===== src/rtl/arbiter_if.sv =====
// Request/grant bundle shared between the round-robin arbiter and its requesters.
// Bit index i of request and grant always refers to port i.
interface arbiter_if #(
    parameter int NUM_PORTS = 9
);
    logic [0:NUM_PORTS-1] request;
    logic [0:NUM_PORTS-1] grant;
    logic                 active;

    modport master (
        output request,
        input  grant,
        input  active
    );

    modport slave (
        input  request,
        output grant,
        output active
    );
endinterface


===== src/rtl/arbiter.sv =====
// Locking round-robin arbiter: a grant is held while its request stays high,
// then passes to the next requester in cyclic order after the last winner.
module arbiter #(
    parameter int NUM_PORTS = 9
) (
    input  logic     clk,
    input  logic     rst,
    arbiter_if.slave bus
);
    localparam int PW = (NUM_PORTS > 1) ? $clog2(NUM_PORTS) : 1;

    logic [0:NUM_PORTS-1] grant_q;
    logic [0:NUM_PORTS-1] grant_d;
    logic [PW-1:0]        last_q;
    logic [PW-1:0]        last_d;
    logic                 first_q;
    logic                 active_q;
    logic                 hold;
    logic                 found;
    logic [PW:0]          idx;
    logic [PW:0]          start_off;

    // Grant is one-hot, so the holder still requests iff any overlap remains.
    assign hold = |(grant_q & bus.request);

    // Until the first grant after reset, port 0 itself is searched first.
    assign start_off = first_q ? '0 : (PW + 1)'(1);

    always_comb begin
        grant_d = '0;
        last_d  = last_q;
        found   = 1'b0;
        idx     = '0;
        if (hold) begin
            grant_d = grant_q;
        end else begin
            for (int k = 0; k < NUM_PORTS; k++) begin
                idx = {1'b0, last_q} + (PW + 1)'(k) + start_off;
                if (idx >= (PW + 1)'(NUM_PORTS)) begin
                    idx = idx - (PW + 1)'(NUM_PORTS);
                end
                if (!found && bus.request[idx[PW-1:0]]) begin
                    found                = 1'b1;
                    grant_d[idx[PW-1:0]] = 1'b1;
                    last_d               = idx[PW-1:0];
                end
            end
        end
    end

    always_ff @(posedge clk) begin
        if (rst) begin
            grant_q  <= '0;
            active_q <= 1'b0;
            last_q   <= '0;
            first_q  <= 1'b1;
        end else begin
            grant_q  <= grant_d;
            active_q <= |grant_d;
            last_q   <= last_d;
            if (found) begin
                first_q <= 1'b0;
            end
        end
    end

    assign bus.grant  = grant_q;
    assign bus.active = active_q;
endmodule


===== src/flat_wrapper.sv =====
// flat-port wrapper written by rule: the top's interface ports become plain ports
module arbiter_flat 
#(
    parameter int NUM_PORTS = 9
)
  (clk, rst, bus_request, bus_grant, bus_active);
  arbiter_if #(.NUM_PORTS(NUM_PORTS)) bus_i ();
  input  logic clk;
  input  logic rst;
  input wire logic [$bits(bus_i.request)-1:0] bus_request;
  output wire logic [$bits(bus_i.grant)-1:0] bus_grant;
  output wire logic [$bits(bus_i.active)-1:0] bus_active;
  assign bus_i.request = bus_request;
  assign bus_grant = bus_i.grant;
  assign bus_active = bus_i.active;
  arbiter #(.NUM_PORTS(NUM_PORTS)) u_core (.clk(clk), .rst(rst), .bus(bus_i));
endmodule

===== config.mk =====
export PLATFORM = sky130hd
export DESIGN_NAME = arbiter_flat
export DESIGN_NICKNAME = d
export VERILOG_FILES = /design/src/rtl/arbiter_if.sv /design/src/rtl/arbiter.sv /design/src/flat_wrapper.sv
export SDC_FILE = /design/constraint.sdc
export NUM_CORES = 1
export LEC_CHECK = 0
export ABC_AREA = 1
export BUFFER_PORTS_ARGS = -buffer_cell sky130_fd_sc_hd__buf_2
export CORE_ASPECT_RATIO = 0.8
export CORE_UTILIZATION = 55
export CTS_CLUSTER_DIAMETER = 60
export DETAILED_ROUTE_END_ITERATION = 10
export HOLD_SLACK_MARGIN = 0.1
export PLACE_DENSITY = 0.73
export SLEW_MARGIN = 20
export SYNTH_ARGS = -nofsm -noshare
export SYNTH_HDL_FRONTEND = slang
export SYNTH_SLANG_ARGS = --single-unit

===== constraint.sdc =====
create_clock -name clk -period 4.2 [get_ports clk]
set_input_delay 0.42 -clock clk [delete_from_list [all_inputs] [get_ports clk]]
set_output_delay 0.42 -clock clk [all_outputs]
set_load 0.005 [all_outputs]

==> summary.txt <==
Floorplan
  • Ports: 21
  • Die Span Y: ~82 um
  • Die area: approximately 8500 um2
  • Die X: between 100 and 150 um
  • Core Rows: 28
  • Initial core utilization: 0.585
  • Core area: ~7600 um2

GRT
  • Initial antenna violation count: 0
  • Vias in the first global route: about 5000
  • Largest net degree at the start of global routing: 18
  • Tot GR Track Use: 0.392
  • Grt ovf: 0
  • Global-route wire length before repair: 25.0 mm

Yosys
  • Synthesized net count: between 800 and 900
  • Synthesis Warnings: 0
  • Number of synthesized flops with an enable pin: 0
  • Mean Syn Cell Area: between 5 and 6 um2
  • Cell taking the most area after synthesis: nand2_1
  • Top_reg_cell synth: dfxtp_1
  • Syn Std Cell Area: ~4400 um2
  • #FFs+latches synth: 15
  • FFs w/ async S/R, synth: 0
  • Top cell type's share of synthesized area: 0.262
  • Synth unique cells: 45
  • Synth area leaders: nand2_1 26%, nand3_1 11%, nor2_1 8.4%
  • Register area share after synthesis: 0.0675
  • Cells after Synth: roughly 870

Clocking
  • CTS tree: yes
  • Clock tree root driver cell: clkbuf_8
  • CTS clock-pin slew for the worst setup and hold paths: around 0.070 ns
  • H-tree levels: 1
  • CTS max path bufs: 2
  • Hold-fix buffers, CTS: 0
  • Clock Sinks: 15
  • Clock insertion delay at the later pin of the skew report: 0.25 ns
  • CTS Buf Count: 3

Routing
  • Vias: between 5000 and 6000
  • DRC: 0
  • Initial DRC count: 680
  • DR vias/cell: roughly 5.7
  • Drt pass-1 iters: 7
  • Final wirelength: between 15 and 20 mm
  • Antenna Violating Nets Remaining: 0
  • Wirelength per Cell: between 15 and 20 um

Setup path
  • Crit path arrival time: approximately 4 ns
  • CP max FO: 8
  • Worst path max stage delay: around 0.31 ns
  • WP data required: about 4.3 ns
  • Worst path buffer plus inverter count: 5
  • Crit start category: flop
  • Kind of critical path: flop to flop
  • CP endpoint kind: flop
  • Top delay family on crit path: simple AND/OR/NAND/NOR gates
  • Most frequent CP cell: nand3_1
  • Worst path slowest cell: dfxtp_1

Placed design
  • Port bufs: 20
  • Placed cell area: 4770 um2
  • Placed wire-length estimate: around 13 mm
  • Dpl ws: 0.0861 ns
  • GPL Wtd Cong: 1.09

STA
  • Hold slack final: roughly 0.5 ns
  • Setup TNS: 0 ns
  • Fin crit share: 0.946
  • Slew Limit Fails: 0
  • Final setup viols: 0
  • Tmin final: between 3 and 4 ns
  • Fmax: between 0.2 and 0.3 GHz
  • Clock Skew: 0.00217 ns
  • PnR worst setup slack: between 0.2 and 0.25 ns
  • Worst slew pin tran: between 0.6 and 0.7 ns
  • Slew headroom: 0.541
  • Hold Vio Cnt, Final: 0

Run
  • MaxCap Viol Count: 0

Min path
  • Worst Hold Class: primary input to flop

Cells and area
  • Fraction of layout cells with a size suffix above 1: 0.200
  • Finished Cell Area: ~5000 um2
  • N_diodes: 0
  • Area added between synthesis and finish: 12.7%
  • Nets: between 900 and 1000

Outcome
  • Outcome: finished, final reports clean
## cells in the mapped netlist (3+ instances only)
library cell,number
nor2_2,10
o2111ai_1,3
o21ai_1,14
o21ai_2,9
nand3_2,5
inv_1,91
nand2_1,310
nor3_1,7
nand2_2,23
clkbuf_1,4
a22oi_1,5
buf_6,5
nand4_1,15
buf_4,5
nor2_4,3
nor2_1,100
nand3b_1,4
a21oi_1,17
ha_1,16
nand2_4,3
xor2_1,13
o21ai_0,25
inv_2,25
o31ai_1,3
nand3_1,101
clkinv_1,4
xnor2_1,4
dfxtp_1,15
or2_2,8
## path summary, 6_finish.rpt
kind	start	end	slack, ns	depth (start not counted)
setup / recovery	u_core.first_q$_SDFFE_PP1P_	u_core.bus.active$_SDFF_PP0_	0.23	28
hold / removal	rst	u_core.bus.active$_SDFF_PP0_	0.51	2
setup reg to reg	u_core.first_q$_SDFFE_PP1P_	u_core.bus.active$_SDFF_PP0_	0.23	28
hold reg to reg	u_core.first_q$_SDFFE_PP1P_	u_core.first_q$_SDFFE_PP1P_	0.52	2
## final cells by class
cell class	count	area, um2
Inverter	120	455
Clock buffer	4	45.0
Fill cell	792	2590
Timing Repair Buffer	54	359
Multi-Input combinational cell	716	3720
Tap cell	105	131
Sequential cell	15	300
## state kept, by name, indices dropped and copies added, names as in the netlist
name	flops
u_core.first_q	1
u_core.last_q	4
u_core.bus.active	1
u_core.bus.grant	9
## metrics by stage
stage                     instances   util
after floorplan                 867      -
after CTS                      1007  0.633
after detailed placement       1003  0.628
after global placement         1003  0.628
after global routing           1014  0.659
final                          1014  0.659
## repair_timing
action	4_1_cts	5_1_grt
endpoints found under the setup margin	0	7
setup buffers	0	7
gates resized for setup	0	38
## logic make-up (layout without fill, tap and decap cells)
logic type / after synthesis / in the layout / synth area share
and+or+nand+nor: 595 / 595 / 0.597
buffers and inverters: 136 / 178 / 0.128
AOI/OAI and AO/OA: 87 / 87 / 0.126
xor gates and xnor gates: 18 / 18 / 0.0371
adders and majority gates: 16 / 16 / 0.0450
DFF: 15 / 15 / 0.0675
## cells in the final DEF, fill, tap and decap left out, types with 8 or more instances in the layout
cell and count:
nand3_1 98, or2_2 8, nor2_1 94, xor2_1 10, nand4_1 15, inv_1 89, buf_2 20, nand3_2 8
dfxtp_1 15, nand2_1 304, inv_2 25, buf_4 33, o21ai_1 13, ha_1 13, nand2_2 25, nor2_2 14
o21ai_0 24, a21oi_1 17, o21ai_2 9
## per-layer routing
metal | part of all wire | track usage
met5 | 0 | 0
met2 | 0.42 | 0.607
met1 | 0.42 | 0.532
met3 | 0.13 | 0.0960
met4 | 0.031 | 0.119
Power is not shown: default switching activity piles up to over one toggle a cycle in this logic, so the estimate is an artifact.
